[config.mk]
export PLATFORM = sky130hd
export DESIGN_NAME = mem_req_ctrl_flat
export DESIGN_NICKNAME = d
export VERILOG_FILES = /design/src/rtl/mem_req_ctrl_pkg.sv /design/src/rtl/mem_req_ctrl_if.sv /design/src/rtl/mem_req_rsp_buf.sv /design/src/rtl/mem_req_ctrl.sv /design/src/flat_wrapper.sv
export SDC_FILE = /design/constraint.sdc
export NUM_CORES = 1
export LEC_CHECK = 0
export BUFFER_PORTS_ARGS = -buffer_cell sky130_fd_sc_hd__buf_2
export CAP_MARGIN = 20
export CORE_UTILIZATION = 40
export CTS_CLUSTER_DIAMETER = 120
export DETAILED_ROUTE_END_ITERATION = 12
export GPL_TIMING_DRIVEN = 1
export PLACE_DENSITY = 0.74
export SLEW_MARGIN = 30
export SYNTH_ARGS = -nofsm -noshare
export SYNTH_HDL_FRONTEND = slang
export SYNTH_SLANG_ARGS = --single-unit
[constraint.sdc]
create_clock -name clk -period 1.5 [get_ports clk]
set_input_delay 0.15 -clock clk [delete_from_list [all_inputs] [get_ports clk]]
set_output_delay 0.15 -clock clk [all_outputs]
set_load 0.005 [all_outputs]
[src/rtl/mem_req_ctrl_pkg.sv]
// Shared types and defaults for the mem_req_ctrl request sequencer.
`timescale 1ns/1ps
package mem_req_ctrl_pkg;

    localparam int unsigned DEFAULT_WIDTH = 8;

    typedef enum logic [2:0] {
        IDLE,
        WRITE,
        RD_ADDR,
        RD_DATA,
        VERIFY_ADDR,
        VERIFY_DATA
    } state_t;

    // States in which the memory output enable must be asserted.
    function automatic logic is_read_state(input state_t s);
        return (s == RD_ADDR) || (s == RD_DATA) || (s == VERIFY_ADDR) || (s == VERIFY_DATA);
    endfunction

endpackage

[src/rtl/mem_req_ctrl_if.sv]
// Request/response handshake bundle between a requester (master) and mem_req_ctrl (slave).
`timescale 1ns/1ps
interface mem_req_ctrl_if
    import mem_req_ctrl_pkg::*;
#(
    parameter int unsigned WIDTH = DEFAULT_WIDTH
);

    logic                 req_valid;
    logic                 req_ready;
    logic                 req_write;
    logic [WIDTH-1:0]     req_addr;
    logic [2*WIDTH-1:0]   req_wdata;
    logic                 rsp_valid;
    logic                 rsp_ready;
    logic [2*WIDTH-1:0]   rsp_data;

    modport master (
        output req_valid, req_write, req_addr, req_wdata, rsp_ready,
        input  req_ready, rsp_valid, rsp_data
    );

    modport slave (
        input  req_valid, req_write, req_addr, req_wdata, rsp_ready,
        output req_ready, rsp_valid, rsp_data
    );

endinterface

[src/rtl/mem_req_rsp_buf.sv]
// One-entry valid/ready holding register for read responses.
`timescale 1ns/1ps
module mem_req_rsp_buf
    import mem_req_ctrl_pkg::*;
#(
    parameter int unsigned DW = 2 * DEFAULT_WIDTH
) (
    input  logic          clk,
    input  logic          rst,
    input  logic          load,
    input  logic [DW-1:0] load_data,
    input  logic          ready,
    output logic          valid,
    output logic [DW-1:0] data,
    output logic          full
);

    always_ff @(posedge clk or negedge rst) begin
        if (!rst) begin
            valid <= 1'b0;
            data  <= '0;
        end else if (load) begin
            valid <= 1'b1;
            data  <= load_data;
        end else if (valid && ready) begin
            valid <= 1'b0;
        end
    end

    assign full = valid;

endmodule

[src/rtl/mem_req_ctrl.sv]
// Request sequencer in front of a single-port registered-read memory.
// Optional write-verify readback enabled by defining MEM_REQ_CTRL_WR_VERIFY_EN.
`timescale 1ns/1ps
module mem_req_ctrl
    import mem_req_ctrl_pkg::*;
#(
    parameter int unsigned WIDTH = DEFAULT_WIDTH
) (
    input  logic               clk,
    input  logic               rst,
    mem_req_ctrl_if.slave      bus,
    output logic               memoryWrite,
    output logic               memoryRead,
    output logic [WIDTH-1:0]   memoryAddress,
    output logic [2*WIDTH-1:0] memoryWriteData,
    input  logic [2*WIDTH-1:0] memoryOutData,
    output logic               wr_err
);

    state_t               state;
    state_t               state_next;
    logic                 accept;
    logic                 buf_valid;
    logic                 buf_full;
    logic                 buf_drain;
    logic [2*WIDTH-1:0]   buf_data;

    assign buf_drain = buf_valid && bus.rsp_ready;

    // Gated by rst so ready is low while reset is held.
    assign bus.req_ready = rst && (state == IDLE) && (!buf_full || buf_drain);
    assign accept        = bus.req_valid && bus.req_ready;

    always_ff @(posedge clk or negedge rst) begin
        if (!rst) state <= IDLE;
        else      state <= state_next;
    end

    always_comb begin
        state_next = state;
        unique case (state)
            IDLE: begin
                if (accept) state_next = bus.req_write ? WRITE : RD_ADDR;
            end
`ifdef MEM_REQ_CTRL_WR_VERIFY_EN
            WRITE:       state_next = VERIFY_ADDR;
`else
            WRITE:       state_next = IDLE;
`endif
            RD_ADDR:     state_next = RD_DATA;
            RD_DATA:     state_next = IDLE;
            VERIFY_ADDR: state_next = VERIFY_DATA;
            VERIFY_DATA: state_next = IDLE;
            default:     state_next = IDLE;
        endcase
    end

    // Strobes are decoded from the next state so they are flop outputs aligned with the state.
    always_ff @(posedge clk or negedge rst) begin
        if (!rst) begin
            memoryWrite     <= 1'b0;
            memoryRead      <= 1'b0;
            memoryAddress   <= '0;
            memoryWriteData <= '0;
        end else begin
            memoryWrite <= (state_next == WRITE);
            memoryRead  <= is_read_state(state_next);
            if (accept) begin
                memoryAddress <= bus.req_addr;
                if (bus.req_write) memoryWriteData <= bus.req_wdata;
            end
        end
    end

    mem_req_rsp_buf #(
        .DW (2 * WIDTH)
    ) u_rsp_buf (
        .clk       (clk),
        .rst       (rst),
        .load      (state == RD_DATA),
        .load_data (memoryOutData),
        .ready     (bus.rsp_ready),
        .valid     (buf_valid),
        .data      (buf_data),
        .full      (buf_full)
    );

    assign bus.rsp_valid = buf_valid;
    assign bus.rsp_data  = buf_data;

`ifdef MEM_REQ_CTRL_WR_VERIFY_EN
    always_ff @(posedge clk or negedge rst) begin
        if (!rst) begin
            wr_err <= 1'b0;
        end else if ((state == VERIFY_DATA) && (memoryOutData != memoryWriteData)) begin
            wr_err <= 1'b1;
        end
    end
`else
    assign wr_err = 1'b0;
`endif

endmodule
[src/flat_wrapper.sv]
// flat-port wrapper written by rule: the top's interface ports become plain ports
module mem_req_ctrl_flat import mem_req_ctrl_pkg::*;
#(
    parameter int unsigned WIDTH = DEFAULT_WIDTH
)
  (clk, rst, memoryWrite, memoryRead, memoryAddress, memoryWriteData, memoryOutData, wr_err, bus_req_valid, bus_req_write, bus_req_addr, bus_req_wdata, bus_rsp_ready, bus_req_ready, bus_rsp_valid, bus_rsp_data);
  mem_req_ctrl_if #(.WIDTH(WIDTH)) bus_i ();
  input  logic clk;
  input  logic rst;
  output logic memoryWrite;
  output logic memoryRead;
  output logic [WIDTH-1:0] memoryAddress;
  output logic [2*WIDTH-1:0] memoryWriteData;
  input  logic [2*WIDTH-1:0] memoryOutData;
  output logic wr_err;
  input wire logic [$bits(bus_i.req_valid)-1:0] bus_req_valid;
  input wire logic [$bits(bus_i.req_write)-1:0] bus_req_write;
  input wire logic [$bits(bus_i.req_addr)-1:0] bus_req_addr;
  input wire logic [$bits(bus_i.req_wdata)-1:0] bus_req_wdata;
  input wire logic [$bits(bus_i.rsp_ready)-1:0] bus_rsp_ready;
  output wire logic [$bits(bus_i.req_ready)-1:0] bus_req_ready;
  output wire logic [$bits(bus_i.rsp_valid)-1:0] bus_rsp_valid;
  output wire logic [$bits(bus_i.rsp_data)-1:0] bus_rsp_data;
  assign bus_i.req_valid = bus_req_valid;
  assign bus_i.req_write = bus_req_write;
  assign bus_i.req_addr = bus_req_addr;
  assign bus_i.req_wdata = bus_req_wdata;
  assign bus_i.rsp_ready = bus_rsp_ready;
  assign bus_req_ready = bus_i.req_ready;
  assign bus_rsp_valid = bus_i.rsp_valid;
  assign bus_rsp_data = bus_i.rsp_data;
  mem_req_ctrl #(.WIDTH(WIDTH)) u_core (.clk(clk), .rst(rst), .bus(bus_i), .memoryWrite(memoryWrite), .memoryRead(memoryRead), .memoryAddress(memoryAddress), .memoryWriteData(memoryWriteData), .memoryOutData(memoryOutData), .wr_err(wr_err));
endmodule
# Yosys cells after proc, flatten, opt, wreduce, memory -nomap -nowiden

Cells that the tools add are included.

Reduce and logical (&&, ||, !) cells: 12
Equal/unequal tests: 8
Mux-type cells: 5

Operator list:

| kind                                                 | number |
|---|---|
| equality test 3 x 2 -> 1 bit (second input constant) | 4 |
| equality test 3 bit (second input constant)          | 3 |
| one-hot mux 3 bit (3 select lines)                   | 1 |
| logical AND 1 bit                                    | 4 |
| logical OR 1 bit                                     | 4 |
| equality test 3 x 1 -> 1 bit (second input constant) | 1 |
| zero test 3 bit                                      | 1 |
| 2-to-1 mux 3 bit                                     | 1 |
| 2-to-1 mux 1 bit                                     | 2 |
| 2-to-1 mux 2 bit                                     | 1 |
| AND reduction 2 bit                                  | 1 |
| nonzero test 2 bit                                   | 1 |
| zero test 1 bit                                      | 1 |

Input port bits: 45
Flip-flop bits (word level): 46
Output and inout port bits: 45
Logic and storage cells: 32

# Longest topological paths before layout

Gate-level depths: netlist of the first run.

Word-level depth: 10
Gate-level depth with buffers: 5
Depth with buffers taken out: 3

# By module

Synthesis of the first run repeated with hierarchy kept, for this count alone.

Cells, all modules: 110
Area, all modules: 1,871.8 sq um

By module, submodules not included:

| module          | seq. area each (sq um) | area each (sq um) | cells an instance | times used |
|---|---|---|---|---|
| mem_req_ctrl    | 725.7                  | 1,181.1           | 72                | 1 |
| mem_req_rsp_buf | 425.4                  | 690.7             | 38                | 1 |

# Worst setup path before layout of the first run

Ideal clock, no wire load.

Path type: register to register
From: register u_core.state[0]
To: register u_core.memoryWriteData[1]
Cell stages (with the launch flop): 6
Path slack: -0.042 ns
Library setup time: 0.125 ns
Buffers on the path: 2
Clock period less this slack: 1.542 ns
Arrival time: 1.417 ns
Path through: dfrtp_1 > nor3_2 > and4_1 > buf_6 > buf_12 > mux2_4

Longest elaborated chain between the ends: 5

Ends and longest elaborated chain:

| item                           | RTL line           | source |
|---|---|---|
| start, declared                | mem_req_ctrl.sv:20 | `state_t state;` |
| start signal, assigned         | mem_req_ctrl.sv:36 | `else state <= state_next;` |
| zero test 3 bit                | mem_req_ctrl.sv:31 | `assign bus.req_ready = rst && (state == IDLE) && (!buf_full \|\| buf_drain);` |
| logical AND 1 bit (2 in a row) | mem_req_ctrl.sv:31 |  |
| logical AND 1 bit              | mem_req_ctrl.sv:32 | `assign accept = bus.req_valid && bus.req_ready;` |
| AND reduction 2 bit (no line)  | --                 |  |
| end signal, assigned           | mem_req_ctrl.sv:70 | `if (bus.req_write) memoryWriteData <= bus.req_wdata;` |
| end, declared                  | mem_req_ctrl.sv:15 | `output logic [2*WIDTH-1:0] memoryWriteData,` |

Every way passes these cells.
A chain may end at the register's enable or synchronous reset.

# Worst setup path after layout of the first run

From: register u_core.state[2]
To: register u_core.memoryWriteData[8]

The elaborated chain is that of the path after synthesis.

==> summary.txt, run 1 <==
Outcome
  – Result of the run: finished with violations
  – Violated checks: negative setup slack

Global route
  – Initial antenna violation count: 0
  – Largest net degree at the start of global routing: 47
  – GRT Total Usage: 0.156
  – Grt ovf: 0
  – Vias in the first global route: 1203
  – First-pass GRT wire length: 5190 um

Timing
  – Final hold vios: 0
  – Rel. slew slack: 0.615
  – Setup-failing EPs final: 14
  – Worst Skew: 0.00678 ns
  – FMAX: 657 MHz
  – RSZ-0062 raised after global routing: true
  – Minimum clock period: 1.52 ns
  – WHS: 0.00715 ns
  – Final Cycle Share: 1.02
  – Worst-margin pin slew: 0.577 ns
  – Final setup margin: -0.0231 ns
  – Fin. max-slew vios: 0

Yosys
  – Syn Nets: 152
  – Syn Area/Cell: 16.7 um2
  – Post-synthesis mux area share: 0.269
  – Yosys warns: 0
  – Netlist cell types: 20
  – Post-Synthesis Cell Area: 1790 um2
  – Main combinational cell family by area after synthesis: multiplexers
  – Synth Register Bits: 46
  – Cells after synthesis: 107
  – Sequential share of the synthesized area: 0.644
  – Xor/xnor cell area share of the yosys netlist: 0.00490
  – Adder-cell share of the synthesized area: 0
  – Post-synthesis simple-gate area fraction: 0.0441
  – Synth Area in Compound Gates: 0.00770

Power and ir drop
  – Power per cell area: 1910 nW/um2
  – Peak VDD IR: 1.01 mV
  – Leak Pwr: 1.25 nW

Placement
  – Placer Congestion: 0.814
  – Post-DP Area: 2320 um2
  – IO buf count: 88
  – HPWL after DPL: 2510 um

Critical path
  – Worst path depth: 4
  – CP Class: flop to flop
  – CP top delay family: simple AND/OR/NAND/NOR gates
  – Slowest stage cell on the critical path: dfrtp_1
  – CP startpoint kind: flop
  – Buf/Inv on CP: 1
  – FF-to-FF path depth: 4
  – Crit end category: flop
  – Critical-path cell list: nor3_2 -> and4_4 -> clkbuf_16 -> mux2_4
  – Reg2reg start: u_core.state[2]$_DFF_PN0_
  – Crit-path max FO: 9
  – Arr. time, crit path: 1.70 ns
  – Worst R2R Setup Slack: -0.02 ns
  – CP required: 1.67 ns
  – CP max stage delay: 0.39 ns
  – Crit path from: u_core.state[2]$_DFF_PN0_

Final layout
  – Antenna Cells: 0
  – Area of the multi-input gates: 612 um2
  – FILL cells: 343
  – Design Area, Final: 2460 um2
  – Area Overhead vs Synth: 37.6%
  – Share of layout cells above drive strength 1: 0.712
  – Register area: 1150 um2
  – Commonest non-fill, non-tap cell in the layout: buf_2
  – Fin nets: 253
  – Most frequent cells in the layout: 87 x buf_2, 46 x dfrtp_1, 31 x mux2_2, 9 x mux2_4, 8 x buf_4

Job
  – Max cap viols: 0

Clock tree
  – Clock-pin slew on the worst setup and hold paths: 0.08 ns
  – CTS tree: yes
  – CTS sink cnt: 46
  – Clock Path Buffers: 2
  – Clk Latency, worst-skew pair: 0.29 ns
  – Root Buffer: clkbuf_8
  – Total CTS buffers: 5
  – Clock H-tree levels: 2

Floorplanning
  – Core area: 4140 um2
  – Die Span Y: 68.9 um
  – DIE AREA: 4740 um2
  – Initial Util: 0.431
  – IO Pins: 90
  – Die width: 68.9 um
  – Rows: 23

Drt
  – DR vias: 1211
  – 1st-iter DRT viols: 56
  – Vias/cell: 4.69
  – Post-route ant nets: 0
  – Drt total wl: 3550 um
  – Mean routed wirelength per cell: 13.8 um
  – First-pass iteration count of the detailed router: 4
  – Residual DRC: 0

Min path
  – Min-delay worst type: input pin to async pin
flip-flops by register name (all words and copies together) (netlist names):
register / count
u_core.memoryWriteData: 16
u_core.u_rsp_buf.data: 16
u_core.memoryAddress: 8
u_core.state: 3
u_core.memoryRead: 1
u_core.memoryWrite: 1
u_core.u_rsp_buf.full: 1
path summary, 6_finish.rpt:
| path | endpoint |
|---|---|
| max | u_core.memoryWriteData[8]$_DFFE_PN0P_ |
| min | u_core.state[2]$_DFF_PN0_ |
| max reg2reg | u_core.memoryWriteData[8]$_DFFE_PN0P_ |
| min reg2reg | u_core.u_rsp_buf.data[15]$_DFFE_PN0P_ |
| max in group asynchronous | u_core.memoryWriteData[7]$_DFFE_PN0P_ |
| min in group clk | u_core.state[1]$_DFF_PN0_ |
routing by layer:
metal / routed length, um / part of all wire / GRT usage / up-vias
met3: 353 / 0.099 / 0.0510 / 6
met5: 0 / 0 / 0 / -
li1: - / - / - / 568
met2: 1620 / 0.46 / 0.257 / 64
met1: 1500 / 0.42 / 0.177 / 573
met4: 76 / 0.021 / 0.0918 / 0
per-stage QoR:
step / setup slack, ns / TNS [ns] / instances / power (mW) / utilization
after CTS: -0.0386 / -0.335 / 256 / 4.68 / 0.580
after detailed placement: -0.0211 / -0.138 / 249 / 3.95 / 0.560
after global placement: 0.0260 / 0 / 249 / 3.87 / 0.560
final: -0.0231 / -0.224 / 258 / 4.69 / 0.594
after floorplan: -0.0264 / -0.211 / 107 / 3.06 / -
after global routing: -0.0599 / -0.827 / 258 / 5.06 / 0.594
cells in the mapped netlist:
cell / number / area, um2
mux2_2: 32 / 360
xor2_1: 1 / 8.76
and3_1: 1 / 6.26
buf_6: 1 / 11.3
buf_12: 1 / 20.0
nand2_1: 1 / 3.75
nor3_2: 1 / 10.0
nand3_2: 2 / 20.0
inv_1: 2 / 7.51
nor3_1: 1 / 5.00
o32ai_1: 1 / 8.76
and2_1: 1 / 6.26
conb_1: 1 / 3.75
buf_2: 1 / 5.00
o21ai_0: 1 / 5.00
buf_4: 1 / 7.51
dfrtp_1: 46 / 1150
nand2b_1: 3 / 18.8
mux2_4: 8 / 120
and4_1: 1 / 8.76
where the power goes:
part / switching, mW / internal, mW
Clock: 0.367 / 0.321
Sequential: 0.283 / 1.85
Combinational: 0.686 / 1.19
cell type report:
type,instances,share of cell area
sequential,46,0.468
multi-input combinational,55,0.249
timing repair buffer,98,0.224
clock buffer,7,0.0310
tap,50,0.0254
inverter,2,0.00305
what timing repair did:
item / CTS / global route
hold buffers: 0 / 0
setup buffers: 0 / 1
gates cloned: 0 / 1
resized for setup: 1 / 6
pin swaps: 0 / 2
setup endpoints to repair: 31 / 24
logic make-up (layout without fill, tap and decap cells):
| logic type | after synthesis | in the layout |
|---|---|---|
| AO/OA/AOI/OAI | 2 | 2 |
| AND/OR/NAND/NOR | 11 | 11 |
| buffers and inverters | 6 | 107 |
| XOR/XNOR | 1 | 1 |
| other | 1 | 1 |
| multiplexers | 40 | 40 |
| flip-flops | 46 | 46 |
Power figures use the tool's default switching activity.
==> inputs of run 2 (changes only) <==
--- a/config.mk
+++ b/config.mk
@@ -11,6 +11,7 @@
 export CTS_CLUSTER_DIAMETER = 120
 export DETAILED_ROUTE_END_ITERATION = 12
 export GPL_TIMING_DRIVEN = 1
+export HOLD_SLACK_MARGIN = 0.12
 export PLACE_DENSITY = 0.74
 export SLEW_MARGIN = 30
 export SYNTH_ARGS = -nofsm -noshare
==> summary.txt, run 2 (synthesized netlist as in run 1, its figures left out) <==
Clock tree
  – Clk Latency, worst-skew pair: 0.29 ns
  – Root Buffer: clkbuf_8
  – CTS sink cnt: 46
  – Total CTS buffers: 5
  – Clock H-tree levels: 2
  – CTS tree: yes
  – Clock-pin slew on the worst setup and hold paths: 0.08 ns
  – Clock Path Buffers: 2

Timing
  – Setup-failing EPs final: 14
  – Final Cycle Share: 1.02
  – Worst-margin pin slew: 0.568 ns
  – Fin. max-slew vios: 0
  – Final hold vios: 0
  – Minimum clock period: 1.53 ns
  – Rel. slew slack: 0.621
  – RSZ-0062 raised after global routing: true
  – Worst Skew: 0.00599 ns
  – Final setup margin: -0.0268 ns
  – FMAX: 655 MHz

Floorplanning
  – Initial Util: 0.431
  – Die width: 68.9 um
  – Core area: 4140 um2
  – Die Span Y: 68.9 um
  – IO Pins: 90
  – DIE AREA: 4740 um2
  – Rows: 23

Power and ir drop
  – Leak Pwr: 1.42 nW
  – Tot Pwr: 4.80 mW
  – Power per cell area: 1670 nW/um2
  – Peak VDD IR: 1.11 mV

Drt
  – Residual DRC: 0
  – DR vias: 1371
  – Mean routed wirelength per cell: 13.8 um
  – Drt total wl: 4150 um
  – First-pass iteration count of the detailed router: 4
  – 1st-iter DRT viols: 71
  – Vias/cell: 4.57
  – Post-route ant nets: 0

Critical path
  – Crit end category: flop
  – FF-to-FF path depth: 4
  – CP Class: flop to flop
  – Slowest stage cell on the critical path: dfrtp_1
  – Arr. time, crit path: 1.70 ns
  – Crit-path max FO: 9
  – CP max stage delay: 0.39 ns
  – CP required: 1.67 ns
  – CP startpoint kind: flop
  – Critical-path cell list: nor3_2 -> and4_4 -> clkbuf_16 -> mux2_4

Global route
  – Initial antenna violation count: 0
  – First-pass GRT wire length: 6090 um
  – GRT Total Usage: 0.185
  – Grt ovf: 0
  – Largest net degree at the start of global routing: 47
  – Vias in the first global route: 1407

Final layout
  – Area Overhead vs Synth: 61.2%
  – Most frequent cells in the layout: 87 x buf_2, 46 x dfrtp_1, 42 x dlygate4sd3_1, 31 x mux2_2, 9 x mux2_4
  – Antenna Cells: 0
  – Share of layout cells above drive strength 1: 0.592
  – FILL cells: 292
  – Final core occ: 0.695
  – Area of the multi-input gates: 612 um2
  – Commonest non-fill, non-tap cell in the layout: buf_2
  – Register area: 1150 um2
  – Largest regs: u_core.memoryWriteData (16), u_core.u_rsp_buf.data (16), u_core.memoryAddress (8)
  – Fin nets: 295

Outcome
  – Result of the run: finished with violations
  – Violated checks: negative setup slack

Min path
  – Min-delay worst type: input pin to flop
  – Cells on Worst Hold Path: 4

Placement
  – HPWL after DPL: 2510 um
  – Pre-CTS setup slack: -0.0211 ns
  – IO buf count: 88
  – Placer Congestion: 0.814

Job
  – Max cap viols: 0
run 2: cell types whose count changed in the layout (fill, tap and decap cells not counted):
| cell | delta |
|---|---|
| dlygate4sd3_1 | +42 |
run 2: path summary, 6_finish.rpt:
| path | from | endpoint | slack (ns) |
|---|---|---|---|
| worst min-delay path | bus_rsp_ready | u_core.u_rsp_buf.full$_DFFE_PN0P_ | 0.29 |
| max in group asynchronous | rst | u_core.memoryWriteData[7]$_DFFE_PN0P_ | 0.56 |
| worst min register to register | u_core.u_rsp_buf.data[3]$_DFFE_PN0P_ | u_core.u_rsp_buf.data[3]$_DFFE_PN0P_ | 0.50 |
| min in group asynchronous | rst | u_core.memoryRead$_DFF_PN0_ | 0.57 |
| worst max-delay path | u_core.state[2]$_DFF_PN0_ | u_core.memoryWriteData[8]$_DFFE_PN0P_ | -0.03 |
| worst max register to register | u_core.state[2]$_DFF_PN0_ | u_core.memoryWriteData[8]$_DFFE_PN0P_ | -0.03 |
run 2: report_power, final:
part | internal (mW) | total (mW) | switching [mW]
logic | 1.26 | 1.97 | 0.715
registers | 1.85 | 2.14 | 0.293
clock network | 0.321 | 0.686 | 0.365
run 2: repair_timing:
action / in CTS / in global routing
endpoints found under the setup margin: 31 / 23
hold endpoints to repair: 88 / 0
setup buffers: 0 / 1
hold buffers: 42 / 0
resized for setup: 1 / 6
gates cloned: 0 / 1
pin swaps: 0 / 2
run 2: metrics by stage:
step	cell area, um2	hold slack, ns	instances	TNS, ns
CTS	2820	0.255	298	-0.335
global placement	2320	0.319	249	0
global route	2880	0.302	300	-1.09
finish	2880	0.287	300	-0.273
floorplan	1790	-0.146	107	-0.211
detailed placement	2320	0.337	249	-0.138
run 2: area by class of cell:
cell class | count | area share
Clock buffer | 7 | 0.0265
Timing Repair Buffer | 140 | 0.337
Sequential cell | 46 | 0.399
Tap cell | 50 | 0.0217
Multi-Input combinational cell | 55 | 0.212
Inverter | 2 | 0.00261
run 2: per-layer routing:
layer	GRT usage	share of wire
met2	0.337	0.50
met3	0.0526	0.078
met1	0.191	0.40
met5	0	0
met4	0.0918	0.018
run 2: critical path: cells and delay by family (launching register included):
| family | cells | cell delay [ns] |
|---|---|---|
| multiplexers | 1 | 0.30 |
| flip-flops | 1 | 0.39 |
| AND/OR/NAND/NOR | 2 | 0.54 |
| buffers and inverters | 1 | 0.17 |
==> inputs of run 3 (changes only) <==
--- a/config.mk
+++ b/config.mk
@@ -7,6 +7,7 @@
 export LEC_CHECK = 0
 export BUFFER_PORTS_ARGS = -buffer_cell sky130_fd_sc_hd__buf_2
 export CAP_MARGIN = 20
+export CORE_ASPECT_RATIO = 0.7
 export CORE_UTILIZATION = 40
 export CTS_CLUSTER_DIAMETER = 120
 export DETAILED_ROUTE_END_ITERATION = 12
==> summary.txt, run 3 (synthesized netlist as in run 1, its figures left out) <==
Floorplanning
  – DIE AREA: 4750 um2
  – Die width: 81.9 um
  – IO Pins: 90
  – Core area: 4090 um2
  – Rows: 19
  – Initial Util: 0.437
  – Die Span Y: 57.9 um

Critical path
  – Crit-path max FO: 10
  – Crit path from: u_core.state[2]$_DFF_PN0_
  – Arr. time, crit path: 1.63 ns
  – CP Class: flop to flop
  – CP startpoint kind: flop
  – Reg2reg end: u_core.memoryWriteData[11]$_DFFE_PN0P_
  – Reg2reg start: u_core.state[2]$_DFF_PN0_
  – CP required: 1.68 ns
  – Worst Setup EP: u_core.memoryWriteData[11]$_DFFE_PN0P_
  – Crit end category: flop
  – FF-to-FF path depth: 4
  – Worst R2R Setup Slack: 0.05 ns

Timing
  – Final Cycle Share: 0.968
  – Fin. max-slew vios: 0
  – RSZ-0062 raised after global routing: true
  – WHS: 0.244 ns
  – Minimum clock period: 1.45 ns
  – Worst Skew: 0.00337 ns
  – Final setup margin: 0.0476 ns
  – Worst-margin pin slew: 0.569 ns
  – Final hold vios: 0
  – Setup-failing EPs final: 0
  – Rel. slew slack: 0.621
  – Fin Setup TNS: 0 ns
  – FMAX: 689 MHz

Drt
  – Residual DRC: 0
  – DR vias: 1352
  – Post-route ant nets: 0
  – Mean routed wirelength per cell: 13.2 um
  – 1st-iter DRT viols: 40
  – Drt total wl: 3990 um
  – First-pass iteration count of the detailed router: 3
  – Vias/cell: 4.49

Clock tree
  – Clock-pin slew on the worst setup and hold paths: 0.08 ns
  – Total CTS buffers: 5
  – CTS sink cnt: 46
  – Post-CTS Setup Bufs: 0
  – CTS tree: yes
  – Clock H-tree levels: 2
  – Clk Latency, worst-skew pair: 0.29 ns
  – Clock Path Buffers: 2
  – Root Buffer: clkbuf_8

Final layout
  – Largest regs: u_core.memoryWriteData (16), u_core.u_rsp_buf.data (16), u_core.memoryAddress (8)
  – Share of layout cells above drive strength 1: 0.594
  – FILL cells: 307
  – Antenna Cells: 0
  – Area Overhead vs Synth: 60.0%
  – Commonest non-fill, non-tap cell in the layout: buf_2
  – Area of the multi-input gates: 596 um2
  – Most frequent cells in the layout: 88 x buf_2, 46 x dfrtp_1, 42 x dlygate4sd3_1, 32 x mux2_2, 8 x mux2_4
  – Fin nets: 293
  – Final core occ: 0.700
  – Register area: 1150 um2

Power and ir drop
  – Power per cell area: 1710 nW/um2
  – Leak Pwr: 1.42 nW
  – Peak VDD IR: 0.974 mV

Job
  – Max cap viols: 0

Min path
  – Cells on Worst Hold Path: 4
  – Min-delay worst type: input pin to flop
  – Min-delay src: bus_rsp_ready

Global route
  – Grt ovf: 0
  – First-pass GRT wire length: 6290 um
  – Vias in the first global route: 1391
  – GRT Total Usage: 0.182
  – Initial antenna violation count: 0
  – Largest net degree at the start of global routing: 47

Placement
  – IO buf count: 88
  – HPWL after DPL: 2490 um
  – Placer Congestion: 0.635
  – Pre-CTS setup slack: -0.00940 ns

Outcome
  – Result of the run: finished, final reports clean
-- run 3: worst min-delay path by stage --
| stage | end | slack [ns] |
|---|---|---|
| floorplan | u_core.memoryAddress[0]$_DFFE_PN0N_ | -0.15 |
| global placement | u_core.u_rsp_buf.data[2]$_DFFE_PN0P_ | 0.30 |
| detailed placement | u_core.u_rsp_buf.data[9]$_DFFE_PN0P_ | 0.30 |
| CTS | u_core.u_rsp_buf.full$_DFFE_PN0P_ | 0.23 |
| global route | u_core.u_rsp_buf.full$_DFFE_PN0P_ | 0.27 |
| finish | u_core.u_rsp_buf.full$_DFFE_PN0P_ | 0.24 |
-- run 3: metrics by stage --
stage          power (mW)  instance area [um2]  cells
2_1_floorplan        3.06                 1790    107
3_3_place_gp         3.86                 2310    251
3_5_place_dp         3.92                 2310    251
4_1_cts              4.92                 2850    301
5_1_grt              5.24                 2860    301
6_report             4.88                 2860    301
-- run 3: area by class of cell --
cell class / count / share of cell area
Clock inverter: 3 / 0.0140
Sequential cell: 46 / 0.402
Timing Repair Buffer: 138 / 0.326
Inverter: 2 / 0.00262
Tap cell: 52 / 0.0227
Clock buffer: 5 / 0.0241
Multi-Input combinational cell: 55 / 0.208
-- run 3: per-layer routing --
metal  wire (um)  share of wire  GRT usage  vias up
met3         324          0.081     0.0630        2
li1            -              -          -      650
met5           0              0          0        -
met1        1770           0.44      0.212      642
met4          16         0.0040     0.0602        0
met2        1880           0.47      0.313       58
-- run 3: what timing repair did --
action,4_1_cts,5_1_grt
pin swaps,0,0
endpoints found under the setup margin,24,16
hold endpoints to repair,88,0
hold buffers,42,0
resized for setup,2,3
cloned,0,0
-- run 3: worst max-delay path, stage by stage, from the launching register on --
cell,delay [ns]
dfrtp_1,0.39
nor3_2,0.21
and4_4,0.26
buf_8,0.14
mux2_2,0.34
-- run 3: power by group --
group / internal, mW / switching (mW) / leakage (nW) / total [mW]
Combinational: 1.18 / 0.682 / 0.813 / 1.86
Sequential: 1.84 / 0.287 / 0.552 / 2.13
Clock: 0.490 / 0.399 / 0.0579 / 0.890
